`src/rtl/aes_enc_round_engine.sv`:
```
// Iterative AES encryption core: one full round per clock over a 128-bit state,
// round keys fetched combinationally from an external key store via roundIdx.
module aes_enc_round_engine #(
   parameter int unsigned NUM_ROUNDS = 14
) (
   input  logic         clk,
   input  logic         rst,
   input  logic         inValid,
   output logic         inReady,
   input  logic [127:0] inData,
   output logic [3:0]   roundIdx,
   input  logic [127:0] roundKey,
   output logic         outValid,
   input  logic         outReady,
   output logic [127:0] outData,
   output logic         busy
);

   localparam logic [3:0] LAST = 4'(NUM_ROUNDS);

   // Entry 0 occupies bits [2047:2040].
   localparam logic [2047:0] SBOX = {
      128'h637c777bf26b6fc53001672bfed7ab76, 128'hca82c97dfa5947f0add4a2af9ca472c0,
      128'hb7fd9326363ff7cc34a5e5f171d83115, 128'h04c723c31896059a071280e2eb27b275,
      128'h09832c1a1b6e5aa0523bd6b329e32f84, 128'h53d100ed20fcb15b6acbbe394a4c58cf,
      128'hd0efaafb434d338545f9027f503c9fa8, 128'h51a3408f929d38f5bcb6da2110fff3d2,
      128'hcd0c13ec5f974417c4a77e3d645d1973, 128'h60814fdc222a908846eeb814de5e0bdb,
      128'he0323a0a4906245cc2d3ac629195e479, 128'he7c8376d8dd54ea96c56f4ea657aae08,
      128'hba78252e1ca6b4c6e8dd741f4bbd8b8a, 128'h703eb5664803f60e613557b986c11d9e,
      128'he1f8981169d98e949b1e87e9ce5528df, 128'h8ca1890dbfe6426841992d0fb054bb16
   };

   typedef enum logic [1:0] {IDLE, ROUND, DONE} state_t;

   state_t       fsm;
   logic [127:0] st;
   logic [3:0]   cnt;
   logic [127:0] sub_b;
   logic [127:0] shf;
   logic [127:0] mix;
   logic [127:0] round_out;
   logic         last_round;

   function automatic logic [7:0] sbox(input logic [7:0] b);
      int unsigned pos;
      pos = 32'd2040 - 32'(b) * 32'd8;
      return SBOX[pos +: 8];
   endfunction

   function automatic logic [7:0] xtime(input logic [7:0] b);
      return {b[6:0], 1'b0} ^ (b[7] ? 8'h1b : 8'h00);
   endfunction

   function automatic logic [31:0] mix_col(input logic [31:0] c);
      logic [7:0] a0, a1, a2, a3;
      {a0, a1, a2, a3} = c;
      return {xtime(a0) ^ xtime(a1) ^ a1 ^ a2 ^ a3,
              a0 ^ xtime(a1) ^ xtime(a2) ^ a2 ^ a3,
              a0 ^ a1 ^ xtime(a2) ^ xtime(a3) ^ a3,
              xtime(a0) ^ a0 ^ a1 ^ a2 ^ xtime(a3)};
   endfunction

   assign last_round = (cnt == LAST);

   // Byte k of the state sits at bits [127-8k -: 8]; column c is bytes 4c..4c+3.
   always_comb begin
      sub_b = '0;
      shf   = '0;
      mix   = '0;
      for (int unsigned i = 0; i < 16; i++)
         sub_b[127-8*i -: 8] = sbox(st[127-8*i -: 8]);
      for (int unsigned r = 0; r < 4; r++)
         for (int unsigned c = 0; c < 4; c++)
            shf[127-8*(r+4*c) -: 8] = sub_b[127-8*(r+4*((c+r)%4)) -: 8];
      for (int unsigned c = 0; c < 4; c++)
         mix[127-32*c -: 32] = mix_col(shf[127-32*c -: 32]);
      round_out = (last_round ? shf : mix) ^ roundKey;
   end

   always_ff @(posedge clk or posedge rst) begin
      if (rst) begin
         fsm      <= IDLE;
         st       <= '0;
         cnt      <= '0;
         inReady  <= 1'b1;
         outValid <= 1'b0;
         busy     <= 1'b0;
      end else begin
         case (fsm)
            IDLE: if (inValid) begin
               st      <= inData ^ roundKey;
               cnt     <= 4'd1;
               fsm     <= ROUND;
               inReady <= 1'b0;
               busy    <= 1'b1;
            end
            ROUND: begin
               st <= round_out;
               if (last_round) begin
                  cnt      <= '0;
                  fsm      <= DONE;
                  outValid <= 1'b1;
               end else begin
                  cnt <= cnt + 4'd1;
               end
            end
            DONE: if (outReady) begin
               fsm      <= IDLE;
               outValid <= 1'b0;
               busy     <= 1'b0;
               inReady  <= 1'b1;
            end
            default: fsm <= IDLE;
         endcase
      end
   end

   // The counter is zero outside ROUND, so it doubles as the key index.
   assign roundIdx = cnt;
   assign outData  = (fsm == DONE) ? st : '0;

endmodule

```
`config.mk`:
```
export PLATFORM = sky130hd
export DESIGN_NAME = aes_enc_round_engine
export DESIGN_NICKNAME = d
export VERILOG_FILES = /design/src/rtl/aes_enc_round_engine.sv
export SDC_FILE = /design/constraint.sdc
export NUM_CORES = 2
export LEC_CHECK = 0
export BUFFER_PORTS_ARGS = -buffer_cell sky130_fd_sc_hd__buf_2
export CAP_MARGIN = 20
export CORE_MARGIN = 4
export CORE_UTILIZATION = 28
export CTS_BUF_LIST = sky130_fd_sc_hd__clkbuf_4
export DETAILED_ROUTE_END_ITERATION = 12
export HOLD_SLACK_MARGIN = 0.12
export PLACE_DENSITY = 0.42
export SYNTH_ARGS = -nofsm -noshare
export SYNTH_HDL_FRONTEND = slang
export SYNTH_SLANG_ARGS = --single-unit
```
`constraint.sdc`:
```
create_clock -name clk -period 5.39 [get_ports clk]
set_input_delay 0.539 -clock clk [delete_from_list [all_inputs] [get_ports clk]]
set_output_delay 0.539 -clock clk [all_outputs]
set_load 0.02 [all_outputs]
```
==> flow_summary_export.csv <==
group,metric,value,unit
status,status,"completed",
synth,synth_nets,10600,
clocking,clk_path_buf_depth,2,
sta,skew,87.9,ps
finish,drive_gt1_share,16.0,%
placement,portBuffers,394,
synth,syn_avg_cell_area,6.85,µm²
sta,final.setup.tns,0,ps
sta,slew_viol_final,0,
clocking,clk_pin_slew,240,ps
synth,synthCells,10100,
finish,fillCellCount,27000,
clocking,root_buffer,"clkbuf_4",
sta,rsz0062_at_grt,"no",
die,io_pins,395,
synth,syn-cell-area,69300,µm²
detailed_routing,vias_per_cell,6.71,
synth,yosys-top-cells-area,"mux4_2 (6.5%), a21oi_1 (6.1%), o21ai_0 (5.1%)",
synth,synth_edf_count,0,
worst_setup_path,arrival,6170,ps
die,core,246000,µm²
synth,ys.flop_type,"dfrtp_1",
sta,finalCritPeriodShare,98.5,%
placement,pre_cts_slack,399,ps
global_routing,grt_pass1_wl,634000,µm
synth,synth_commonest_cells,"a21oi_1 (848), nor2_1 (841), nand2_1 (828), o21ai_0 (704), clkbuf_1 (574)",
die,die_h,506,µm
detailed_routing,wirelength,445000,µm
worst_setup_path,critPathKind,"flip-flop to flip-flop",
finish,syn2layout_area_growth,11.5,%
global_routing,antenna_found_initial,47,
sta,finalSetupViolCount,0,
synth,yosys_register_bits,137,
clocking,tritoncts,"yes",
worst_setup_path,required,6250,ps
sta,max_slew_margin,25.6,%
global_routing,grt_pass1_vias,83700,
clocking,numClockSinks,137,
die,initial_core_util,28.2,%
worst_setup_path,reg2reg_depth,13,
synth,async_flop_share,100,%
synth,synthDistinctLibCells,136,
worst_setup_path,crit_path_start_kind,"flip-flop",
worst_setup_path,endpoint,"st[108]$_DFFE_PP0P_",
global_routing,gr-total-overflow,0,
sta,period_needed,5310,ps
clocking,ctsHtreeMaxLevel,4,
finish,layout.nets,10600,
synth,ys_warn_count,0,
detailed_routing,first_iter_violations,15100,
die,design.die.area,256000,µm²
synth,yosysSeqAreaShare,4.95,%
detailed_routing,drc,0,
sta,hold_viol,0,
sta,worstMarginPinSlew,1090,ps
global_routing,grt_max_degree,140,
synth,yosysTopAreaCell,"mux4_2",
synth,synth.most_common_cell,"a21oi_1",
global_routing,grt_util_all_layers,32.7,%
sta,setup_slack,78.9,ps
worst_setup_path,startpoint,"st[0]$_DFFE_PP0P_",
placement,place_congestion,1.03,
worst_hold_path,hp-class,"input port to flip-flop",
worst_setup_path,reg2reg_from,"st[0]$_DFFE_PP0P_",
clocking,cts_buffers,17,
job,cap_violations,0,
sta,clock.fmax,188,MHz
detailed_routing,postRouteAntennaNets,0,
worst_setup_path,critPathCaptureType,"flip-flop",
detailed_routing,first_pass_iters,7,
placement,hpwl,328000,µm
die,die_w,506,µm
clocking,clkLatencyLatePin,1040,ps
worst_setup_path,worst_r2r_endpoint,"st[108]$_DFFE_PP0P_",
worst_setup_path,critical_path_peak_fanout,31,
detailed_routing,num_vias,90400,
die,core.rowCount,182,
detailed_routing,wl_per_cell,33.0,µm
worst_setup_path,regToRegSetupSlack,80,ps
synth,synth_top_area_share,6.50,%
-- area by class of cell --
cell class,count,area [µm²],area share (%)
clock buffers,17,128,0.165
well taps,3312,4140,5.36
inverters,192,728,0.942
clock inverters,15,159,0.206
multi-input cells,8554,59400,76.9
diodes,32,80.1,0.104
flip-flops and latches,137,3560,4.60
repair buffers,1215,9050,11.7
-- sequential cells by signal (all words and copies together), names as in the netlist --
signal	count
st	128
roundIdx	4
fsm	2
busy	1
inReady	1
outValid	1
-- critical path, stage by stage, from the launching register on --
cell      delay [ps]
dfrtp_1          400
buf_4            370
ha_1             660
or2_1            510
a31oi_1          150
o21ai_0          250
nor3_1           130
a221oi_4         810
xnor3_1          560
xor2_1           180
a21oi_1          100
xnor2_1          730
buf_4            230
o21ai_1           50
-- metal layers --
layer / global-route usage, % / wire (µm) / part of all wire, %
met1: 43.4 / 178000 / 40
met2: 49.8 / 192000 / 43
met3: 6.71 / 46700 / 10
met4: 17.1 / 28300 / 6.4
met5: 0 / 80 / 0.018
-- metrics by stage --
step,utilization [%],instance area [µm²],hold WS (ps),std cells
floorplan,-,69300,499,10100
global placement,30.4,74900,465,13200
detailed placement,30.4,74900,478,13200
CTS,31.3,77100,122,13400
global route,31.4,77300,143,13500
finish,31.4,77300,190,13500
-- kinds of logic (layout without fill, tap and decap cells) --
| family | count (synthesis) | in the layout | share of synthesized area (%) |
|---|---|---|---|
| other | 0 | 32 | 0 |
| flip-flops | 137 | 137 | 4.95 |
| buffers and inverters | 1426 | 1439 | 9.47 |
| AO/OA/AOI/OAI | 3858 | 3858 | 38.2 |
| multiplexers | 363 | 363 | 9.00 |
| XOR/XNOR | 492 | 492 | 8.23 |
| AND/OR/NAND/NOR | 3601 | 3601 | 25.9 |
| adder cells (fa/ha/maj) | 240 | 240 | 4.31 |
-- repair_timing --
action,in CTS,in global routing
buffers inserted,0,5
resized for setup,0,14
hold buffers,191,0
endpoints found under the setup margin,0,22
endpoints found under the hold margin,200,0
-- worst min-delay path by stage --
stage,startpoint,slack [ps],depth (start not counted),end
2_1_floorplan,inReady$_DFFE_PP1P_,500,2,inReady$_DFFE_PP1P_
3_3_place_gp,inReady$_DFFE_PP1P_,460,2,inReady$_DFFE_PP1P_
3_5_place_dp,inReady$_DFFE_PP1P_,480,2,inReady$_DFFE_PP1P_
4_1_cts,inData[47],120,5,st[47]$_DFFE_PP0P_
5_1_grt,roundKey[107],140,4,st[107]$_DFFE_PP0P_
6_report,inData[57],190,6,st[57]$_DFFE_PP0P_
-- cells in the final DEF, fill, tap and decap left out, types with 54 or more instances in the layout --
cell,Yosys,final
nand2_1,828,826
o21ai_1,146,146
nand2b_1,365,363
xnor2_1,246,246
and3_1,69,68
and2_1,112,112
dlygate4sd3_1,0,191
inv_1,145,143
mux4_2,200,200
a31oi_1,202,202
or3_1,66,66
nand3_1,269,269
buf_4,78,595
a21o_1,71,71
buf_2,459,394
nor3_1,346,346
nor2b_1,332,329
a211oi_1,204,204
o31ai_1,107,107
nor2_1,841,838
a2111oi_0,54,54
xor2_1,134,133
a311oi_1,152,152
ha_1,235,228
o221ai_1,87,87
a21oi_1,848,848
a221oi_1,81,81
a211o_1,67,67
xnor3_1,78,78
mux2i_1,109,109
o21ai_0,704,704
o311ai_0,148,147
o211ai_1,194,194
or2_2,67,66
dfrtp_1,136,86
o22ai_1,104,104
Power is not shown: default switching activity piles up to over one toggle a cycle in this logic, so the estimate is an artifact.
